## config.mk

```make
export PLATFORM = sky130hd
export DESIGN_NAME = ordena8_stream
export DESIGN_NICKNAME = d
export VERILOG_FILES = /design/src/rtl/ordena8_stream.sv
export SDC_FILE = /design/constraint.sdc
export NUM_CORES = 1
export LEC_CHECK = 0
export BUFFER_PORTS_ARGS = -buffer_cell sky130_fd_sc_hd__buf_2
export CORE_AREA = 3 3 85 120
export CTS_BUF_LIST = sky130_fd_sc_hd__clkbuf_8
export CTS_CLUSTER_DIAMETER = 30
export DETAILED_ROUTE_END_ITERATION = 12
export DIE_AREA = 0 0 88 123
export PLACE_DENSITY = 0.76
export SLEW_MARGIN = 20
export SYNTH_ARGS = -nofsm -noshare
export SYNTH_HDL_FRONTEND = slang
export SYNTH_SLANG_ARGS = --single-unit
```

## constraint.sdc

```tcl
create_clock -name clk -period 3.1 [get_ports clk]
set_clock_uncertainty 0.05 [all_clocks]
set_input_delay 0.155 -clock clk [delete_from_list [all_inputs] [get_ports clk]]
set_output_delay 0.155 -clock clk [all_outputs]
set_load 0.02 [all_outputs]
```

## src/rtl/ordena8_stream.sv

```systemverilog
// ordena8_stream: streaming 8-byte insertion sorter with valid/ready in and out.
// Define ORDENA8_IDX_EN to carry each byte's arrival index out on out_idx.
module ordena8_stream (
  input  logic       clk,
  input  logic       rst,
  input  logic       in_valid,
  input  logic [7:0] in_data,
  output logic       in_ready,
  output logic       out_valid,
  output logic [7:0] out_data,
  output logic       out_last,
`ifdef ORDENA8_IDX_EN
  output logic [2:0] out_idx,
`endif
  input  logic       out_ready
);

  typedef enum logic {LOAD, DRAIN} state_t;

  state_t     state;
  state_t     state_d;
  logic [3:0] count;
  logic [2:0] rd;
  logic [7:0] slot   [8];
  logic [7:0] slot_d [8];
  logic [7:0] le;
  logic       in_hs;
  logic       out_hs;

  assign in_ready  = (state == LOAD) && !rst;
  assign out_valid = (state == DRAIN);
  assign in_hs     = in_valid && in_ready;
  assign out_hs    = out_valid && out_ready;
  assign out_data  = out_valid ? slot[rd] : 8'd0;
  assign out_last  = out_valid && (rd == 3'd7);

  // le is a prefix mask over the sorted slots: entries that stay put
  always_comb begin
    for (int i = 0; i < 8; i++)
      le[i] = (4'(i) < count) && (slot[i] <= in_data);
  end

  always_comb begin
    slot_d[0] = le[0] ? slot[0] : in_data;
    for (int i = 1; i < 8; i++)
      slot_d[i] = le[i] ? slot[i] : (le[i-1] ? in_data : slot[i-1]);
  end

`ifdef ORDENA8_IDX_EN
  logic [2:0] idx   [8];
  logic [2:0] idx_d [8];

  always_comb begin
    idx_d[0] = le[0] ? idx[0] : count[2:0];
    for (int i = 1; i < 8; i++)
      idx_d[i] = le[i] ? idx[i] : (le[i-1] ? count[2:0] : idx[i-1]);
  end

  assign out_idx = out_valid ? idx[rd] : 3'd0;

  always_ff @(posedge clk) begin
    if (rst) begin
      for (int i = 0; i < 8; i++) idx[i] <= 3'd0;
    end else if (in_hs) begin
      for (int i = 0; i < 8; i++) idx[i] <= idx_d[i];
    end
  end
`endif

  always_comb begin
    state_d = state;
    unique case (state)
      LOAD:    if (in_hs && count == 4'd7) state_d = DRAIN;
      DRAIN:   if (out_hs && out_last) state_d = LOAD;
      default: state_d = LOAD;
    endcase
  end

  always_ff @(posedge clk) begin
    if (rst) begin
      state <= LOAD;
      count <= 4'd0;
      rd    <= 3'd0;
      for (int i = 0; i < 8; i++) slot[i] <= 8'd0;
    end else begin
      state <= state_d;
      if (in_hs) begin
        for (int i = 0; i < 8; i++) slot[i] <= slot_d[i];
        count <= count + 4'd1;
        if (count == 4'd7) rd <= 3'd0;
      end
      if (out_hs) begin
        rd <= rd + 3'd1;
        if (out_last) count <= 4'd0;
      end
    end
  end

endmodule
```

==> results list, run 1 <==
- Result of the run: finished clean
- The via count of the first global-routing pass came to 3894.
- After routing the design area is 0.005879 mm2.
- The worst setup path is captured at a flip-flop.
* Required time at the worst-slack endpoint: 3.05 ns
- Summing all multi-input logic gate instances after layout gives 0.003080 mm2.
- The number of nets handed over by synthesis was 577.
- Along the worst path, the maximum fanout reaches 9.
* CP Data Arrival Time: 2.54 ns
* XOR/XNOR share of the synthesized area: 0.001599
- The number of antenna violations at the first check in global routing is 1.
- Antenna Nets Post-Route: 0
* Gpl congestion: 0.9456
- Final critical-path required period: 2.589 ns
- Clock Pin Slew Worst Setup and Hold Paths: 0.09 ns
* Start-to-end type of the worst setup path: flip-flop to flip-flop
- Critical path startpoint category: flip-flop
- The commonest cells after synthesis are ha_1, edfxtp_1, mux2i_1.
* Clock buffer count from CTS: 9
- Effective utilization at floorplan: 0.5888
- The share of total power dissipated in combinational logic is 0.160.
- Worst supply voltage drop on vdd: 0.0002518 V
- Number of fill cells: 757
* HPWL after detailed placement: 10390 um
- The finished layout holds 633 standard cells, fillers aside.
- Traced cell by cell, the critical path runs through ha_1 -> nand4_1 -> nor2_1 -> a211oi_1 -> nor3_4 -> o21bai_1.
- Summed over all instances, the cell type with the most area after synthesis is edfxtp_1.
- Worst reg2reg setup slack: 0.51 ns
* P&R area growth vs syn: 7.357%
- In this run the power spent charging and discharging nets is 0.0006668 W.
- By area the synthesized netlist is led by edfxtp_1, ha_1, mux2i_1, mux4_2, nand2_1.
* Hold-critical path depth: 3
* Worst r2r src: slot[5][5]
* Final Setup Violations: 0
* CTS Hold Buffers Added: 0
- Number of levels in the clock H-tree: 3
- In the routed design, unresolved DRC markers number 0.
- Fraction of synthesis flops using an asynchronous set or reset pin: 0
- The tightest hold path in the finished design has a slack of 0.05869 ns.
- Synthesized-area fraction occupied by adder cells: 0.1554
- The largest single stage delay on the critical path is 0.64 ns.
- The tool flagged a number of max-cap violations equal to 0.
- Iteration count of the initial detailed-routing pass: 5
- Die Width: 88 um
- Fin nets: 597
- Detailed-route wire length per cell: 21.01 um
* Via count: 3959
- For the pin with the worst max-slew slack, the measured transition is 0.8825 ns.
- Multiplexer area fraction after synthesis: 0.1809
- Combinational family with the most area after synthesis: multiplexers
- Entering global routing, the biggest net connects 37 pins.
- Switching power share of the total: 0.2666
- The startpoint identified for the worst hold timing path is out_ready.
* Share of power burned in the clock network: 0.347
* Buffers inserted during post-CTS setup optimization: 0
* Leading cell type by number of instances after synthesis: ha_1
- Upper clock frequency limit: 0.3862 GHz
* Synth Area per Inst: 11.02 um2
* Ys flop type: edfxtp_1
* Unrepaired setup endpoints after global routing: false
- The die is 123 um tall.
* Full die area: 0.01082 mm2
- Leakage: 2.426 nW
- Resized Gates After CTS: 0
- The complex-gate fraction of the synthesized area was 0.08453.
- Cell Pwr Density: 425.4 mW/mm2
* Bufs on Longest Clock Path: 2
- EDFF count, synth: 64
- Final global-route overflow total: 0
- The number of hold violations in the final report was 0.
* Capture endpoint of the worst hold path: rd[2]
- Drt total wl: 13300 um
- Buffer type at the clock tree root: clkbuf_8
* Sum of internal, switching and leakage power: 0.002501 W
- Path type of the worst min-delay path: input port to flip-flop
- On the critical path, the stage with the largest delay is an instance of o21bai_1.
* PortBufs: 22
- After the first detailed-routing iteration, the DRC count stood at 227.
- Avg Vias per Cell: 6.254
* Worst-Skew Late Latency: 0.37 ns
- Count of synthesis-stage warnings from yosys: 0
- Including well taps, the total number of placed cells is 616.
- The internal power of the cells totals 0.001834 W.
- In the final layout, flip-flops and latches occupy 0.002142 mm2.
- Final critical-path share of the clock period: 0.8353
- Final max-slew violation count: 0
* Cell area after synthesis: 0.005477 mm2
* R2r endpoint: slot[5][7]
* Area after detailed placement: 0.005650 mm2
- Flop and latch count out of synthesis: 75
* Post-synthesis cell type count: 44
* Slew margin rel.: 0.4105
- Core outline area: 0.009301 mm2
* Global-route usage over all layers: 0.2603
- The first global-routing pass estimated 20640 um of wire.
* Sequential cell area fraction in the yosys report: 0.3911
- Of the cells placed in the final design, the portion with a size suffix greater than 1 is 0.1552.
* Power share of the sequential group: 0.493
- Row generation in the floorplan step produced 42 rows.
- Count of pins on the block boundary: 23
* Clk sink count: 75
* Setup tns final: 0 ns
- R2R depth: 6
- TritonCTS built the clock tree.
* Post-Syn Instances: 497
- Of the post-synthesis cell area, the dominant cell type holds 0.3509.
* Synth Area in Simple Gates: 0.1398
==> through the flow <==
| step | util | setup slack (ns) |
|---|---|---|
| 6_report | 0.6321 | 0.5106 |
| 3_5_place_dp | 0.6075 | 0.4085 |
| 2_1_floorplan | - | 0.8474 |
| 3_3_place_gp | 0.6075 | 0.4918 |
| 4_1_cts | 0.6318 | 0.5009 |
| 5_1_grt | 0.6321 | 0.3614 |
==> routing by layer <==
metal,global-route usage,part of all wire,vias to the layer above
met5,0,0,-
met3,0.03733,0.040,26
met4,0.1104,0.033,0
met1,0.3020,0.39,1931
met2,0.4708,0.54,116
li1,-,-,1886
==> sequential cells by signal, summed over array words and instances (netlist names), named ones only <==
name,count
slot,64
out_valid,1
count,4
rd,3
==> worst max-delay path, delay by kind of cell, from the launching register on <==
family / cells / cell delay, ns
flops: 1 / 0.43
simple gates: 3 / 0.40
compound gates: 2 / 1.01
fa+ha+maj: 1 / 0.32
==> layout make-up <==
| class | count | area share |
|---|---|---|
| Tap cell | 110 | 0.02341 |
| Inverter | 28 | 0.01788 |
| Timing Repair Buffer | 32 | 0.03150 |
| Clock inverter | 5 | 0.01277 |
| Clock buffer | 11 | 0.02575 |
| Multi-Input combinational cell | 371 | 0.5239 |
| Antenna cell | 1 | 0.0004256 |
| Sequential cell | 75 | 0.3643 |
==> logic make-up (layout without fill, tap and decap cells) <==
family,after synthesis,count (layout)
AOI/OAI and AO/OA,76,76
buffers and inverters,51,76
and+or+nand+nor,147,147
DFF,75,75
other,0,1
xor gates and xnor gates,1,1
adders and majority gates,68,68
muxes,79,79
==> worst max path at each step <==
| stage | start | endpoint | cells after the start |
|---|---|---|---|
| 6_report | slot[5][5] | slot[5][7] | 6 |
| 5_1_grt | slot[5][5] | slot[5][7] | 6 |
| 4_1_cts | slot[5][5] | slot[5][7] | 6 |
| 3_5_place_dp | in_data[4] | slot[5][4] | 8 |
| 3_3_place_gp | in_data[5] | slot[5][4] | 8 |
| 2_1_floorplan | slot[5][1] | slot[5][0] | 6 |
==> power by group through the flow <==
stage	clock network (W)	registers, W	logic [W]
floorplan	0	0.00123	0.000288
global placement	0	0.00125	0.000386
detailed placement	0	0.00125	0.000397
CTS	0.000873	0.00123	0.000401
global route	0.000914	0.00124	0.000445
finish	0.000868	0.00123	0.000400
==> cells in the final DEF (no fill, tap or decap), types with 2 or more instances in the layout <==
cell type  count
nor2b_1       11
or2b_1         2
nand3_1        8
dfxtp_1       11
ha_1          68
and3_1         4
a21o_1         5
clkbuf_8      11
o21bai_1       6
edfxtp_1      64
mux2i_1       63
o211ai_1       7
clkinv_2       3
o21a_1         5
or2b_2        12
inv_1         27
buf_4         10
mux4_2        16
o21ai_0       13
nand4_1       14
a22oi_1        2
a211o_1        2
nand2_1       61
nand2b_1      11
a211oi_1       2
nor3_1         2
nor2_1        14
a21oi_1       31
buf_2         22
bufinv_16      2
Power figures use the tool's default switching activity.
==> run 2: changes to the inputs <==
Settings changed: ABC_AREA from default to 1, CORE_AREA 3 3 85 120 to 3 3 88 123, DIE_AREA 0 0 88 123 to 0 0 91 126.
Clock period 3.1 ns to 2.5 ns, I/O delays scaled along.
==> run 2 against run 1 <==
  * Critical path depth grew 1
  * Synthesized cell count up 51%
  * Worst setup slack got worse by 0.31 ns
  * Count of clock-buffer cells in the layout is 1 lower
  * Sequential share of layout area decreased by 2.5 points
  * Global-route usage grew 3.0 points
  * Total power rose by 34%
  * Die area up 5.9%
  * Critical path type unchanged
==> results list, run 2 <==
- The run finished with clean final reports.
- Setup tns final: 0 ns (unchanged)
* Switching power total: 0.001045 W (+57%)
- Post-synthesis cell type with the largest combined area: edfxtp_1
- The worst-path maximum fanout was 17 (+8).
- The critical path arrival is 2.25 ns (-0.29 ns).
- The area growth from synthesis to layout is 8.777%.
- The required time of the worst setup path is 2.45 ns (-0.60 ns).
* Effective utilization at floorplan: 0.5861 (-0.002709)
- Share of power burned in the clock network: 0.317 (-0.030)
* Flip-flop count of the largest register after layout: 64 (unchanged)
* Residual DRC: 0 (unchanged)
- The via count of the first global-routing pass came to 5014 (+29%).
- Cell types with the largest area share after synthesis: edfxtp_1, ha_1, nor2_1, nand2_1, a21oi_1
- The total number of H-tree levels came to 3 (unchanged).
* Bufs on Longest Clock Path: 2 (unchanged)
- Drt total wl: 16410 um (+23%)
- The final-layout fill cell count is 900 (+19%).
* Iteration count of the initial detailed-routing pass: 6 (+1)
- The commonest cells after synthesis are nor2_1, nand2_1, a21oi_1.
* Fraction of synthesis flops using an asynchronous set or reset pin: 0 (unchanged)
- Worst-Margin Slew: 0.5123 ns (-0.3701 ns)
- The final antenna diode count is 0 (-1).
- Category of the worst setup path capture point: flip-flop
* Die Width: 91 um (+3.4%)
- The clock buffer count from CTS was 9 (unchanged).
* Ys flop type: edfxtp_1
- The proportion of total power due to net switching came to 0.3113 (+0.04469).
- Full die area: 0.01147 mm2 (+5.9%)
- The clock slew seen by the registers of the worst setup and hold paths is 0.08 ns (about the same).
- The maximum vdd drop is 0.0003812 V (+51%).
- TritonCTS built the clock tree.
- The leftover overflow at the end of global routing came to 0 (unchanged).
- The mux share of post-synthesis cell area is 0 (-0.1809).
* Final Setup Violations: 0 (unchanged)
* Upper clock frequency limit: 0.4341 GHz (+12%)
- The minimum period implied by the final worst setup slack is 2.304 ns (-0.2857 ns).
* Slew margin rel.: 0.6574 (+0.2469)
- The number of sinks driven by the clock tree came to 75 (unchanged).
* Synth Area in Simple Gates: 0.2605 (+0.1207)
- The largest registers in the layout are slot x64, count x4, rd x3.
- Leading cell type by number of instances after synthesis: nor2_1
- The insertion delay of the later-clocked pin in the worst-skew pair is 0.37 ns (about the same).
* Count of pins on the block boundary: 23 (unchanged)
* Critical path startpoint category: flip-flop
- Gpl congestion: 0.9831 (+4.0%)
- The number of max-capacitance violations reported is 0 (unchanged).
* Initial antenna violation count: 0 (-1)
- The first-iteration detailed-routing DRC count was 666 (+190%).
* Combinational power share: 0.216 (+0.056)
* Final max-slew violation count: 0 (unchanged)
- Area of all placed cells without fillers: 0.006311 mm2 (+7.3%)
* Maximum number of pins on one net before global-route repair: 42 (+14%)
- The power density over cell area was 532.0 mW/mm2 (+25%).
- The number of hold violations in the final report is 0 (unchanged).
* Largest register by flop count: slot
* Combinational family with the most area after synthesis: simple AND/OR/NAND/NOR gates
* PortBufs: 22 (unchanged)
* Leakage: 2.828 nW (+17%)
* Synthesized net count: 832 (+44%)
* Synth Area per Inst: 7.715 um2 (-30%)
* Area share of the largest cell type after synthesis: 0.3312 (-0.01968)
- The number of synthesized flops with an enable pin came to 64 (unchanged).
* Worst reg2reg setup slack: 0.20 ns (-0.31 ns)
- The routed via count was 5487 (+39%).
- The share of the cycle needed by the critical path after routing is 0.9215 (+0.08620).
- The post-placement cell area is 0.006067 mm2 (+7.4%).
- The row count came to 43 (+2.4%).
- Path type of the worst min-delay path: input port to flip-flop
- The post-synthesis cell count is 752 (+51%).
- Die height: 126 um (+2.4%)
- CTS placed an instance of clkbuf_8 at the clock tree root.
- The internal power summed over all cells came to 0.002313 W (+26%).
* Unrepaired setup endpoints after global routing: false
- Power share of the sequential group: 0.467 (-0.026)
- Fraction of final layout cells with drive strength greater than 1: 0.1186 (-0.03655)
* XOR/XNOR share of the synthesized area: 0.001510 (-0.00008967)
- Start-to-end type of the worst setup path: flip-flop to flip-flop
- The global-route wire length before repair came to 25760 um (+25%).
- The wire length per cell is 17.86 um (-15%).
* Sequential cell area fraction in the yosys report: 0.3692 (-0.02193)
- The library cell used most frequently in the layout, excluding fill and tap cells, is nor2_1.
- Synthesized-area fraction occupied by adder cells: 0.1466 (-0.008711)
- The total routing resource utilization after global routing came to 0.2903 (+0.03002).
- Antenna Nets Post-Route: 0 (unchanged)
- The library cells used most frequently in the layout, excluding fill and tap cells, are nor2_1, nand2_1, a21oi_1.
* Post-synthesis cell type count: 30 (-32%)
- The synthesized area was 0.005802 mm2 (+5.9%).
- The total chip power came to 0.003358 W (+34%).
- Fin nets: 859 (+44%)
- Core outline area: 0.009899 mm2 (+6.4%)
* Avg Vias per Cell: 5.971 (-4.5%)
- Count of synthesis-stage warnings from yosys: 0 (unchanged)
- HPWL after detailed placement: 12140 um (+17%)
* Compound-Gate Fraction of Synth Area: 0.1484 (+0.06384)
- Flop and latch count out of synthesis: 75 (unchanged)
- Buffers inserted during post-CTS setup optimization: 0 (unchanged)
==> run 2: final timing paths <==
check | from | end | cells past startpoint
worst min register to register | rd[1] | flip-flop | 2
worst max-delay path | slot[3][7] | slot[3][1] | 7
worst min-delay path | out_ready | flip-flop | 5
worst max register to register | slot[3][7] | slot[3][1] | 7
==> run 2: stage by stage <==
step,util,setup WS (ns),hold slack [ns],cells
global placement,0.6129,0.1325,0.3731,902
CTS,0.6366,0.04075,0.1115,919
finish,0.6375,0.1963,0.1139,919
detailed placement,0.6129,0.04459,0.3901,902
floorplan,-,0.2587,0.1530,752
global route,0.6375,0.08621,0.1297,919
==> run 2: logic make-up after synthesis <==
kind of cell / Yosys count
DFF: 75
xor gates and xnor gates: 1
and+or+nand+nor: 361
adders and majority gates: 68
buffers and inverters: 88
AOI/OAI and AO/OA: 159
==> run 2: layout make-up <==
| type | instances | area, um2 | share of cell area |
|---|---|---|---|
| Clock buffer | 10 | 137.6 | 0.02181 |
| Clock inverter | 6 | 87.58 | 0.01388 |
| Inverter | 55 | 206.4 | 0.03271 |
| Multi-Input combinational cell | 589 | 3238 | 0.5131 |
| Sequential cell | 75 | 2145 | 0.3398 |
| Tap cell | 135 | 168.9 | 0.02676 |
| Timing Repair Buffer | 49 | 327.8 | 0.05194 |
==> run 2: per-layer routing <==
metal  wire length [um]  part of all wire  vias to the layer above  track usage
met5                  0                 0                        -            0
li1                   -                 -                     2614            -
met3               1404             0.086                       59      0.05496
met1               6286              0.38                     2505       0.3559
met4                697             0.042                        0       0.1323
met2               8022              0.49                      309       0.4935
==> run 2: critical path: stages, from the launching register on <==
cell and delay, ns:
edfxtp_1 0.48, ha_1 0.35, nand2_1 0.07, nor2_1 0.16
nand2_1 0.07, nand2_1 0.08, nand2_2 0.20, a31oi_2 0.47
==> run 2: power by group through the flow <==
stage               logic, W  clock network, W  registers [W]
finish              0.000726           0.00107        0.00157
global route        0.000824           0.00113        0.00157
CTS                 0.000716           0.00108        0.00156
detailed placement  0.000710                 0        0.00159
global placement    0.000679                 0        0.00159
floorplan           0.000545                 0        0.00154
==> run 2: timing repair <==
| action | CTS | global route |
|---|---|---|
| gates resized for setup | 0 | 3 |
| endpoints found under the setup margin | 0 | 14 |
| hold endpoints to repair | 2 | 0 |
| hold buffers | 1 | 0 |
